File: config.mk
export PLATFORM = sky130hd
export DESIGN_NAME = nibble_serial_adder32
export DESIGN_NICKNAME = d
export VERILOG_FILES = /design/src/rtl/nibble_serial_adder32.sv
export SDC_FILE = /design/constraint.sdc
export NUM_CORES = 1
export LEC_CHECK = 0
export ABC_AREA = 1
export CORE_ASPECT_RATIO = 1.2
export CORE_MARGIN = 5
export CORE_UTILIZATION = 40
export DETAILED_ROUTE_END_ITERATION = 16
export SYNTH_ARGS = -nofsm -noshare
export SYNTH_HDL_FRONTEND = slang
export SYNTH_HIERARCHICAL = 1
export SYNTH_SLANG_ARGS = --single-unit
File: constraint.sdc
create_clock -name clk -period 11.83 [get_ports clk]
set_input_delay 1.7745 -clock clk [delete_from_list [all_inputs] [get_ports clk]]
set_output_delay 1.7745 -clock clk [all_outputs]
set_load 0.01 [all_outputs]
File: src/rtl/nibble_serial_adder32.sv
//==============================================================================
// Module      : nibble_serial_adder32 (with helper slice fulladder4)
// Description : Sequential 4N-bit adder. A single 4-bit ripple slice is reused
//               once per nibble, LSB first, with the slice carry-out fed back
//               through a register. Operands arrive and results leave over
//               valid/ready handshakes.
//               Optional macro FULLADDER32_SUB_EN adds a Sub input that turns
//               the operation into A-B (B inverted, carry-in forced to 1).
//               N must be at least 2.
// Revision    : 1.0 - initial release
//==============================================================================
`default_nettype none

// 4-bit ripple-carry slice; the only adder hardware in the serial datapath.
module fulladder4 (
    input  logic [3:0] A,
    input  logic [3:0] B,
    input  logic       Pin,
    output logic [3:0] S,
    output logic       Pout
);
    logic [4:0] w_c;

    assign w_c[0] = Pin;

    for (genvar i = 0; i < 4; i++) begin : g_bit
        assign S[i]       = A[i] ^ B[i] ^ w_c[i];
        assign w_c[i + 1] = (A[i] & B[i]) | (w_c[i] & (A[i] ^ B[i]));
    end

    assign Pout = w_c[4];
endmodule

module nibble_serial_adder32 #(
    parameter int N = 8
) (
    input  logic           clk,
    input  logic           rst,
    input  logic           in_valid,
    output logic           in_ready,
    input  logic [4*N-1:0] A,
    input  logic [4*N-1:0] B,
    input  logic           Pin,
`ifdef FULLADDER32_SUB_EN
    input  logic           Sub,
`endif
    output logic           out_valid,
    input  logic           out_ready,
    output logic [4*N-1:0] S,
    output logic           Pout,
    output logic           busy
);
    localparam int c_width = 4 * N;
    localparam int c_cnt_w = (N > 1) ? $clog2(N) : 1;
    localparam logic [c_cnt_w-1:0] c_last = c_cnt_w'(N - 1);

    localparam logic [1:0] c_st_idle = 2'd0;
    localparam logic [1:0] c_st_run  = 2'd1;
    localparam logic [1:0] c_st_done = 2'd2;

    logic [1:0]         r_state;
    logic [1:0]         w_state_nxt;
    logic [c_width-1:0] r_a;
    logic [c_width-1:0] r_b;
    // Holds the sum nibbles produced so far; the newest nibble enters at the top
    // so after N-1 nibbles it is exactly the low 4(N-1) bits of the result.
    logic [c_width-5:0] r_acc;
    logic [c_width-5:0] w_acc_shift;
    logic               r_carry;
    logic [c_cnt_w-1:0] r_cnt;
    logic [c_width-1:0] r_s;
    logic               r_pout;

    logic               w_accept;
    logic               w_run;
    logic               w_last;
    logic [3:0]         w_sum;
    logic               w_cout;
    logic [c_width-1:0] w_b_load;
    logic               w_c_load;

`ifdef FULLADDER32_SUB_EN
    // Two's-complement subtract: A + ~B + 1; Pin is ignored while subtracting.
    assign w_b_load = Sub ? ~B : B;
    assign w_c_load = Sub ? 1'b1 : Pin;
`else
    assign w_b_load = B;
    assign w_c_load = Pin;
`endif

    assign in_ready  = (r_state == c_st_idle);
    assign out_valid = (r_state == c_st_done);
    assign busy      = (r_state != c_st_idle);
    assign S         = r_s;
    assign Pout      = r_pout;

    assign w_accept = in_valid && (r_state == c_st_idle);
    assign w_run    = (r_state == c_st_run);
    assign w_last   = w_run && (r_cnt == c_last);

    fulladder4 u_slice (
        .A    (r_a[3:0]),
        .B    (r_b[3:0]),
        .Pin  (r_carry),
        .S    (w_sum),
        .Pout (w_cout)
    );

    if (N > 2) begin : g_acc_wide
        assign w_acc_shift = {w_sum, r_acc[c_width-5:4]};
    end else begin : g_acc_narrow
        assign w_acc_shift = w_sum;
    end

    // State register.
    always_ff @(posedge clk or posedge rst) begin
        if (rst) begin
            r_state <= c_st_idle;
        end else begin
            r_state <= w_state_nxt;
        end
    end

    // Next-state logic: accept, N nibble cycles, then hold until consumed.
    always_comb begin
        w_state_nxt = r_state;
        case (r_state)
            c_st_idle: if (w_accept)  w_state_nxt = c_st_run;
            c_st_run:  if (w_last)    w_state_nxt = c_st_done;
            c_st_done: if (out_ready) w_state_nxt = c_st_idle;
            default:                  w_state_nxt = c_st_idle;
        endcase
    end

    // Operand capture, nibble-serial add, and result load on the final nibble.
    always_ff @(posedge clk or posedge rst) begin
        if (rst) begin
            r_a     <= '0;
            r_b     <= '0;
            r_acc   <= '0;
            r_carry <= 1'b0;
            r_cnt   <= '0;
            r_s     <= '0;
            r_pout  <= 1'b0;
        end else if (w_accept) begin
            r_a     <= A;
            r_b     <= w_b_load;
            r_carry <= w_c_load;
            r_cnt   <= '0;
        end else if (w_run) begin
            r_a     <= {4'b0000, r_a[c_width-1:4]};
            r_b     <= {4'b0000, r_b[c_width-1:4]};
            r_acc   <= w_acc_shift;
            r_carry <= w_cout;
            if (w_last) begin
                r_s    <= {w_sum, r_acc};
                r_pout <= w_cout;
            end else begin
                r_cnt <= r_cnt + c_cnt_w'(1);
            end
        end
    end
endmodule

`default_nettype wire

==> reports/results.ini, run 1 <==
[global_route]
first_pass_grt_wire_length_mm = 21.3
grt_util_all_layers_pct = 16.3
grt_antenna_before_repair = 0
largest_net_degree_at_the_start_of_global_routing = 86
globalRouteOverflowTotal = 0
first_global_vias = 4624

[critical_path]
cp_num_buf_inv = 2
cp_max_fo = 68
critPathCaptureType = output port
crit_path_cell_trace = nor2_4 > buf_4 > clkdlybuf4s50_1
worstSetupPathType = flip-flop to output port
startpoint_type = flip-flop
critPathRequiredTime_ps = 10060
regToRegEndpoint = S[19]$_DFFE_PP0P_
cp_data_arrival_time_ps = 2250
reg2regPathDepth = 6
cp_slowest_stage_delay_ps = 660
r2r_slack_ps = 9350
crit_path_top_delay_cell = sky130_fd_sc_hd__clkdlybuf4s50_1
timing.rr.start = r_state[1]$_DFFE_PP0P_
path_delay_family = buffers and inverters

[route]
dr.pass1.iters = 4
initialDrtViolationCount = 373
post_drt_via_cell_ratio = 4.94
top_layer = met4
wirelength_mm = 12.5
avgRoutedWirePerCell_um = 13.5
met1_wirelength_mm = 5.42
drt_drc_violations_left = 0
wl_met2_mm = 6.18
drtAntennaViolNets = 0
dr_total_vias = 4556
met3WireLength_um = 700

[floorplan]
floorplan.io_pins = 105
start_util_pct = 40.4
row_count = 47
design.die.area_mm2 = 0.0162
chipWidth_um = 117
design.core.area_mm2 = 0.0136
dieHeight_um = 139

[pwr]
seqPwrFrac_pct = 40.0
powerDensity_mw_per_mm2 = 258
power.switching_w = 0.000657
vdd_drop_max_mv = 0.134
static-leakage-power_nw = 3.60
fraction_of_power_spent_switching_nets_pct = 35.2
comb_power_share_pct = 32.6
clockPowerShare_pct = 27.4
internal_power_w = 0.00121

[placement]
dpl.cell_count = 890
io_buffers = 104
dp.final_hpwl_mm = 8.03
place_congestion = 0.752

[clock_network]
cts_sinks = 131
cts-buffers-inserted = 17
clockBufferDepth = 2
post_cts.resized_instances = 0
cts_hold_buf = 0
cts.reportedPaths.clkPinSlew_ps = 60
cts_max_level = 4
insertion_delay_ps = 420
cts_setup_buffers = 0
tritoncts = done
root_buffer = sky130_fd_sc_hd__clkbuf_16

[timing]
setup_viol_count_final = 0
final-max-slew-violation-count = 0
timing.final.hold_violations = 0
maxSlewHeadroom_pct = 22.9
worst_clock_skew_ps = 10.5
fin_crit_ps = 4030
setup_tns_ps = 0
max_freq_mhz = 248
final_min_period_over_clock_period_pct = 34.0
rsz_0062_raised_after_global_routing = no
slew_worst_pin_ps = 1150

[cells_and_area]
final_net_count = 813
syn_to_final_growth_pct = 31.2
final_cells = 922
final_layout_size_suffix_gt1_share_pct = 5.99
n_antenna_cell = 0

[synthesis]
synth.top_cells.by_area = sky130_fd_sc_hd__dfrtp_1 59%, sky130_fd_sc_hd__nand2_1 22%, sky130_fd_sc_hd__nand3_1 11%
yosys_warnings = 6
cell_taking_the_most_area_after_synthesis = sky130_fd_sc_hd__dfrtp_1
synth_seq_area_share_pct = 59.5
avgSynthCellArea_um2 = 8.50
ys_ff_latch = 131
syn_nets = 723
netlist_area_mm2 = 0.00551
synthesis.instances = 648
yosysUniqueCellTypes = 15
yosysTopAreaCellShare_pct = 59.5

[job]
max_cap_viol_count = 0

[worst_hold_path]
timing.hold.worst.class = flip-flop to flip-flop
min_from = r_a[31]$_DFFE_PP0P_
whs_endpoint = r_a[31]$_DFFE_PP0P_
whs_path_depth = 2

[outcome]
outcome = finished, final reports clean

## per-stage QoR
stage          instance area [um^2]  hold slack (ps)  utilization, %  total power, W  setup slack, ps
2_1_floorplan                  5510              442               -         0.00114             6560
3_3_place_gp                   6650              456            48.7         0.00136             8190
3_5_place_dp                   6650              459            48.7         0.00138             8150
4_1_cts                        7230              472            53.0         0.00189             7780
5_1_grt                        7230              494            53.0         0.00201             7690
6_report                       7230              472            53.0         0.00187             7800
## logic make-up (layout without fill, tap and decap cells)
family / after synthesis / in the layout / synth area share (%)
adders and majority gates: 6 / 6 / 1.91
buffers and inverters: 56 / 159 / 4.56
and+or+nand+nor: 453 / 453 / 33.8
DFF: 131 / 131 / 59.5
AOI/OAI and AO/OA: 2 / 2 / 0.227
## tightest hold or removal path, cell delays in order (launching register included)
cell and delay [ps]:
sky130_fd_sc_hd__dfrtp_1 340, sky130_fd_sc_hd__nand2_1 50, sky130_fd_sc_hd__nand2_1 40
## state kept, by name, indices dropped and copies added, names as in the netlist
name     cells
Pout         1
S           32
r_a         32
r_acc       28
r_b         32
r_carry      1
r_cnt        3
r_state      2
## Yosys cell counts, drive strengths merged
master and count:
ha 2, nand3 126, fa 4, clkbuf 7
buf 32, o21ai 1, dfrtp 131, inv 17
nand2 323, o31ai 1, nor2 4
## layer usage
layer | global-route usage, % | vias to the layer above
met5 | 0 | -
met4 | 5.80 | 0
met3 | 4.63 | 13
met2 | 26.5 | 124
met1 | 20.7 | 2183
li1 | - | 2236
## cell type report
class / count / area, um^2
multi-input combinational: 461 / 2000
timing repair buffer: 110 / 1080
tap: 171 / 214
sequential: 131 / 3280
inverter: 17 / 68.8
clock buffer: 19 / 453
clock inverter: 13 / 133
fill: 1314 / 6410
## cells in the final DEF (no fill, tap or decap), drive strengths merged
cell type      count
nand2            323
dfrtp            131
nand3            126
clkdlybuf4s50    103
clkbuf            19
inv               19
buf                7
clkinv             5
clkinvlp           4
fa                 4
nor2               4
ha                 2
bufinv             2
o21ai              1
o31ai              1
## worst max-delay path by stage
stage,start,to,slack (ps),depth (start not counted)
after floorplan,rst,Pout$_DFFE_PP0P_,6560,1
after CTS,r_state[0]$_DFFE_PP0P_,in_ready,7780,3
after detailed placement,rst,r_b[23]$_DFFE_PP0P_,8150,3
after global routing,r_state[0]$_DFFE_PP0P_,in_ready,7690,3
final,r_state[0]$_DFFE_PP0P_,in_ready,7800,3
after global placement,rst,r_b[15]$_DFFE_PP0P_,8190,3
## power by group through the flow
stage | Clock, W | Sequential [W] | Combinational, W
after global routing | 0.000538 | 0.000771 | 0.000705
after CTS | 0.000521 | 0.000750 | 0.000624
final | 0.000512 | 0.000747 | 0.000608
after detailed placement | 0 | 0.000755 | 0.000620
after floorplan | 0 | 0.000748 | 0.000394
after global placement | 0 | 0.000750 | 0.000606
Note: power is estimated with default switching activity, not from simulation.
==> run 2: changes to the inputs <==
--- a/config.mk
+++ b/config.mk
@@ -10,6 +10,7 @@
 export CORE_MARGIN = 5
 export CORE_UTILIZATION = 40
 export DETAILED_ROUTE_END_ITERATION = 16
+export PLACE_DENSITY = 0.67
 export SYNTH_ARGS = -nofsm -noshare
 export SYNTH_HDL_FRONTEND = slang
 export SYNTH_HIERARCHICAL = 1
==> constraint.sdc (replaced) <==
create_clock -name clk -period 3.45 [get_ports clk]
set_input_delay 0.5175 -clock clk [delete_from_list [all_inputs] [get_ports clk]]
set_output_delay 0.5175 -clock clk [all_outputs]
set_load 0.01 [all_outputs]
==> run 2 against run 1 <==
Effect of this change:
- routed wire length is 1.9% higher
- flip-flop and latch count stayed put
- combinational power grew to 3.5 times the previous value
- first-iteration DRC count is 26% lower
- sequential share of layout area is 0.29 points lower
- clock-buffer cell count is 4 higher
- clock power grew to 3.6 times the previous value
- die area stayed put
- critical path type unchanged
- largest power group unchanged
==> reports/results.ini, run 2 (synthesis gave the netlist of run 1 again) <==
[route]
drtAntennaViolNets = 0  ; unchanged
post_drt_via_cell_ratio = 4.93  ; -0.30%
initialDrtViolationCount = 276  ; -26%
drt_drc_violations_left = 0  ; unchanged
dr.pass1.iters = 7  ; +3
dr_total_vias = 4552  ; -0.088%
wirelength_mm = 12.7  ; +1.9%
avgRoutedWirePerCell_um = 13.8  ; +1.7%

[critical_path]
startpoint_type = flip-flop
critPathCaptureType = output port
cp_max_fo = 7  ; -90%
critPathRequiredTime_ps = 2930  ; -7130 ps
cp_data_arrival_time_ps = 1720  ; -530 ps
worstSetupPathType = flip-flop to output port

[timing]
final-max-slew-violation-count = 0  ; unchanged
final_min_period_over_clock_period_pct = 65.0
setup_tns_ps = 0  ; unchanged
setup_viol_count_final = 0  ; unchanged
maxSlewHeadroom_pct = 25.1  ; +2.2 points
max_freq_mhz = 446
fin_crit_ps = 2240
rsz_0062_raised_after_global_routing = no
timing.final.hold_violations = 0  ; unchanged
holdWs_ps = 469  ; -2.78 ps
worst_clock_skew_ps = 13.4  ; +2.91 ps
slew_worst_pin_ps = 1120  ; -33.1 ps

[pwr]
vdd_drop_max_mv = 0.472  ; +250%
fraction_of_power_spent_switching_nets_pct = 34.6  ; -0.60 points
clockPowerShare_pct = 27.9  ; +0.5 points
comb_power_share_pct = 32.5  ; about the same
powerDensity_mw_per_mm2 = 893  ; +250%
power.switching_w = 0.00225  ; +240%
static-leakage-power_nw = 3.62  ; +0.50%
internal_power_w = 0.00425  ; +250%
seqPwrFrac_pct = 39.6  ; -0.4 points

[clock_network]
cts_sinks = 131  ; unchanged
root_buffer = sky130_fd_sc_hd__clkbuf_16
cts-buffers-inserted = 17  ; unchanged
post_cts.resized_instances = 0  ; unchanged
cts_setup_buffers = 0  ; unchanged
cts_max_level = 4  ; unchanged
cts.reportedPaths.clkPinSlew_ps = 50  ; about the same
insertion_delay_ps = 420  ; about the same
tritoncts = done
cts_hold_buf = 0  ; unchanged
clockBufferDepth = 2  ; unchanged

[cells_and_area]
finalCoreUtilization_pct = 53.3  ; +0.34 points
final_layout_size_suffix_gt1_share_pct = 5.84  ; -0.15 points
layout_commonest_cell = sky130_fd_sc_hd__nand2_1
fillerInstances = 1321  ; +0.53%
syn_to_final_growth_pct = 32.1
layout_common_cells = 323 x sky130_fd_sc_hd__nand2_1, 131 x sky130_fd_sc_hd__dfrtp_1, 126 x sky130_fd_sc_hd__nand3_1
seq_area_mm2 = 0.00328  ; unchanged
n_antenna_cell = 0  ; unchanged
final_net_count = 815  ; +0.25%
multi_input_comb_area_mm2 = 0.00200  ; unchanged

[floorplan]
floorplan.io_pins = 105  ; unchanged
row_count = 47  ; unchanged
start_util_pct = 40.4  ; unchanged
chipWidth_um = 117  ; unchanged
design.die.area_mm2 = 0.0162  ; unchanged
dieHeight_um = 139  ; unchanged
design.core.area_mm2 = 0.0136  ; unchanged

[global_route]
largest_net_degree_at_the_start_of_global_routing = 99  ; +15%
first_pass_grt_wire_length_mm = 22.0  ; +3.4%
first_global_vias = 4616  ; -0.17%
gr-usage-met3_pct = 5.54  ; +0.92 points
grt_util_met1_pct = 23.1  ; +2.4 points
top_usage_layer = met2
gr-usage-met2_pct = 25.5  ; -1.0 points
globalRouteOverflowTotal = 0  ; unchanged
grt_antenna_before_repair = 0  ; unchanged
grt_util_all_layers_pct = 16.9  ; +0.57 points

[placement]
place_congestion = 0.782  ; +4.0%
io_buffers = 104  ; unchanged
dp.final_hpwl_mm = 8.31  ; +3.6%

[job]
max_cap_viol_count = 0  ; unchanged

[worst_hold_path]
timing.hold.worst.class = flip-flop to flip-flop

[outcome]
outcome = finished, final reports clean

[run 2: cell count changes in the layout (fill, tap and decap cells not counted)]
cell	before	now
sky130_fd_sc_hd__inv_6	3	0
sky130_fd_sc_hd__buf_12	0	1
sky130_fd_sc_hd__clkinv_2	5	3
sky130_fd_sc_hd__buf_4	6	7
sky130_fd_sc_hd__clkbuf_8	2	3
sky130_fd_sc_hd__clkbuf_1	0	3
sky130_fd_sc_hd__bufinv_16	2	3
[run 2: metal layers]
layer  up-vias  routed length, um
met3        10                825
met2       122               6180
li1       2226                  -
met1      2194               5540
met4         0                170
met5         -                  0
[run 2: path summary, 6_finish.rpt]
kind | start | end | slack (ps) | cells after the start
setup / recovery | r_state[0]$_DFFE_PP0P_ | in_ready | 1210 | 2
hold / removal | r_a[30]$_DFFE_PP0P_ | r_a[30]$_DFFE_PP0P_ | 470 | 2
setup reg to reg | r_a[0]$_DFFE_PP0P_ | r_acc[27]$_DFFE_PP0P_ | 1240 | 10
hold reg to reg | r_a[30]$_DFFE_PP0P_ | r_a[30]$_DFFE_PP0P_ | 470 | 2
max in group asynchronous | rst | r_acc[12]$_DFFE_PP0P_ | 2430 | 3
min in group asynchronous | rst | r_state[1]$_DFFE_PP0P_ | 570 | 3
[run 2: metrics by stage]
step	power [W]	instance area, um^2	instances	worst slack (ps)
2_1_floorplan	0.00392	5510	648	1310
3_3_place_gp	0.00466	6670	892	1300
3_5_place_dp	0.00475	6670	892	1250
4_1_cts	0.00660	7280	924	1180
5_1_grt	0.00701	7280	924	1090
6_report	0.00650	7280	924	1210
[run 2: cell type report]
| type | instances | area share, % |
|---|---|---|
| clock buffer | 23 | 6.57 |
| clock inverter | 9 | 1.75 |
| inverter | 17 | 0.928 |
| multi-input combinational | 461 | 27.5 |
| sequential | 131 | 45.0 |
| tap | 171 | 2.94 |
| timing repair buffer | 112 | 15.2 |
[run 2: critical path, cell delays in order, from the launching register on]
cell and delay [ps]:
sky130_fd_sc_hd__dfrtp_1 490, sky130_fd_sc_hd__nor2_4 250, sky130_fd_sc_hd__clkdlybuf4s50_1 570
[run 2: power by group through the flow]
stage,Clock (W),Sequential [W],Combinational (W)
3_5_place_dp,0,0.00260,0.00215
3_3_place_gp,0,0.00257,0.00209
6_report,0.00182,0.00257,0.00211
4_1_cts,0.00186,0.00258,0.00216
5_1_grt,0.00192,0.00266,0.00243
2_1_floorplan,0,0.00256,0.00135
==> run 3: changes to the inputs <==
--- a/config.mk
+++ b/config.mk
@@ -10,7 +10,6 @@
 export CORE_MARGIN = 5
 export CORE_UTILIZATION = 40
 export DETAILED_ROUTE_END_ITERATION = 16
-export PLACE_DENSITY = 0.67
 export SYNTH_ARGS = -nofsm -noshare
 export SYNTH_HDL_FRONTEND = slang
 export SYNTH_HIERARCHICAL = 1
==> constraint.sdc (replaced) <==
create_clock -name clk -period 2.3 [get_ports clk]
set_input_delay 0.345 -clock clk [delete_from_list [all_inputs] [get_ports clk]]
set_output_delay 0.345 -clock clk [all_outputs]
set_load 0.01 [all_outputs]
==> run 3 against run 2 <==
Effect of this change:
- sequential share of layout area down 0.38 points
- final area rose by 0.84%
- die area unchanged
- sequential power is 50% higher
- flip-flop and latch count is the same
- worst hold slack worse by 70 ps
- combinational power up 53%
- core utilization is 0.45 points higher
- worst setup slack worse by 1000 ps
- routed wire length down 0.61%
- clock-buffer cell count decreased by 4
- highest routed layer unchanged
==> reports/results.ini, run 3 (synthesis gave the netlist of run 1 again) <==
[outcome]
outcome = finished, final reports clean

[cells_and_area]
layout_commonest_cell = sky130_fd_sc_hd__nand2_1
syn_to_final_growth_pct = 33.2
fillerInstances = 1310  ; -0.83%
final_layout_size_suffix_gt1_share_pct = 6.75  ; +0.91 points
final_net_count = 817  ; +0.25%
finalCoreUtilization_pct = 53.8  ; +0.45 points
layout_common_cells = 323 x sky130_fd_sc_hd__nand2_1, 131 x sky130_fd_sc_hd__dfrtp_1, 126 x sky130_fd_sc_hd__nand3_1
multi_input_comb_area_mm2 = 0.00201  ; +0.12%
n_antenna_cell = 0  ; unchanged
seq_area_mm2 = 0.00328  ; unchanged

[timing]
setup_tns_ps = 0  ; unchanged
maxSlewHeadroom_pct = 57.9  ; +33 points
final-max-slew-violation-count = 0  ; unchanged
setup_viol_count_final = 0  ; unchanged
max_freq_mhz = 468
timing.final.hold_violations = 0  ; unchanged
fin_crit_ps = 2140
slew_worst_pin_ps = 632  ; -489 ps
rsz_0062_raised_after_global_routing = no
worst_clock_skew_ps = 9.30  ; -4.13 ps
final_min_period_over_clock_period_pct = 93.0

[floorplan]
start_util_pct = 40.4  ; unchanged
row_count = 47  ; unchanged
chipWidth_um = 117  ; unchanged
dieHeight_um = 139  ; unchanged
design.core.area_mm2 = 0.0136  ; unchanged
floorplan.io_pins = 105  ; unchanged
design.die.area_mm2 = 0.0162  ; unchanged

[pwr]
static-leakage-power_nw = 3.64  ; +0.73%
powerDensity_mw_per_mm2 = 1340  ; +50%
vdd_drop_max_mv = 0.541  ; +15%

[global_route]
grt_util_all_layers_pct = 16.9  ; about the same
first_global_vias = 4723  ; +2.3%
grt_antenna_before_repair = 0  ; unchanged
first_pass_grt_wire_length_mm = 22.1  ; +0.50%
largest_net_degree_at_the_start_of_global_routing = 77  ; -22%
globalRouteOverflowTotal = 0  ; unchanged

[route]
dr_total_vias = 4495  ; -1.3%
initialDrtViolationCount = 285  ; +3.3%
drt_drc_violations_left = 0  ; unchanged
post_drt_via_cell_ratio = 4.85  ; -1.5%
dr.pass1.iters = 4  ; -3
drtAntennaViolNets = 0  ; unchanged
wirelength_mm = 12.6  ; -0.61%
avgRoutedWirePerCell_um = 13.7  ; -0.82%

[clock_network]
cts-buffers-inserted = 17  ; unchanged
root_buffer = sky130_fd_sc_hd__clkbuf_16
clockBufferDepth = 2  ; unchanged
tritoncts = done
cts_hold_buf = 0  ; unchanged
cts.reportedPaths.clkPinSlew_ps = 50  ; about the same
insertion_delay_ps = 410  ; about the same
cts_max_level = 4  ; unchanged
cts_sinks = 131  ; unchanged

[job]
max_cap_viol_count = 0  ; unchanged

[critical_path]
startpoint_type = flip-flop
critPathRequiredTime_ps = 2650  ; -280 ps
crit_path_top_delay_cell = sky130_fd_sc_hd__dfrtp_1
regToRegEndpoint = S[31]$_DFFE_PP0P_
cp_slowest_stage_delay_ps = 400  ; -170 ps
worstSetupPathType = flip-flop to flip-flop
cp_data_arrival_time_ps = 2490  ; +770 ps
crit_path_cell_trace = fa_2 > inv_2 > fa_1 > inv_1 > fa_1 > inv_1 > fa_1 > inv_1 > nand2_1 > nand2_1
critPathCaptureType = flip-flop
path_delay_family = adder cells
cp_num_buf_inv = 4  ; +3
r2r_slack_ps = 160  ; -1080 ps
cp_max_fo = 2  ; -5
reg2regPathDepth = 10  ; unchanged
timing.rr.start = r_a[0]$_DFFE_PP0P_

[placement]
dp.final_hpwl_mm = 8.32  ; about the same
io_buffers = 104  ; unchanged
place_congestion = 0.752  ; -3.8%

[worst_hold_path]
timing.hold.worst.class = input port to async pin

-- run 3: changes by cell type in the layout (fill, tap and decap cells not counted), sizes merged --
| cell | delta |
|---|---|
| buf | +2 |
| clkinv | +4 |
| clkbuf | -4 |
-- run 3: worst reg2reg max path: stages (launching register included) --
cell and delay [ps]:
sky130_fd_sc_hd__dfrtp_1 400, sky130_fd_sc_hd__fa_2 390, sky130_fd_sc_hd__inv_2 60, sky130_fd_sc_hd__fa_1 160
sky130_fd_sc_hd__inv_1 50, sky130_fd_sc_hd__fa_1 350, sky130_fd_sc_hd__inv_1 70, sky130_fd_sc_hd__fa_1 400
sky130_fd_sc_hd__inv_1 80, sky130_fd_sc_hd__nand2_1 50, sky130_fd_sc_hd__nand2_1 70
-- run 3: through the flow --
step	cells	hold slack, ps	worst slack, ps	cell area (um^2)	power, W
finish	926	399	161	7340	0.00982
global route	926	426	28.2	7340	0.0106
CTS	925	400	105	7330	0.00997
detailed placement	893	463	116	6720	0.00716
global placement	893	455	158	6720	0.00706
floorplan	648	442	222	5510	0.00588
-- run 3: power breakdown --
| group | total, W | internal [W] | leakage [nW] | switching, W |
|---|---|---|---|---|
| registers | 0.00386 | 0.00326 | 1.69 | 0.000595 |
| clock network | 0.00275 | 0.00176 | 0.295 | 0.000990 |
| logic | 0.00322 | 0.00139 | 1.66 | 0.00183 |
-- run 3: per-layer routing --
layer  share of wire (%)  vias to the layer above  GRT usage (%)
met1                  44                     2122           22.5
met3                 5.8                       23           5.02
met5                   0                        -              0
li1                    -                     2246              -
met4                 1.9                        0           5.80
met2                  48                      104           26.2
-- run 3: how the worst max path moves through the flow --
stage	slack, ps	to	start	depth (start not counted)
CTS	100	S[31]$_DFFE_PP0P_	r_a[0]$_DFFE_PP0P_	10
global placement	160	S[31]$_DFFE_PP0P_	r_a[0]$_DFFE_PP0P_	10
floorplan	220	S[31]$_DFFE_PP0P_	r_a[0]$_DFFE_PP0P_	10
finish	160	S[31]$_DFFE_PP0P_	r_a[0]$_DFFE_PP0P_	10
global route	30	S[31]$_DFFE_PP0P_	r_a[0]$_DFFE_PP0P_	10
detailed placement	120	S[31]$_DFFE_PP0P_	r_a[0]$_DFFE_PP0P_	10
-- run 3: area by class of cell --
type | count | share of cell area (%)
flip-flops and latches | 131 | 44.7
multi-input cells | 461 | 27.3
repair buffers | 114 | 15.8
clock buffers | 19 | 6.17
well taps | 171 | 2.92
clock inverters | 13 | 2.17
inverters | 17 | 0.921
-- run 3: what timing repair did --
item,CTS,global route
resized for setup,0,2
endpoints found under the setup margin,0,2
setup buffers,0,1
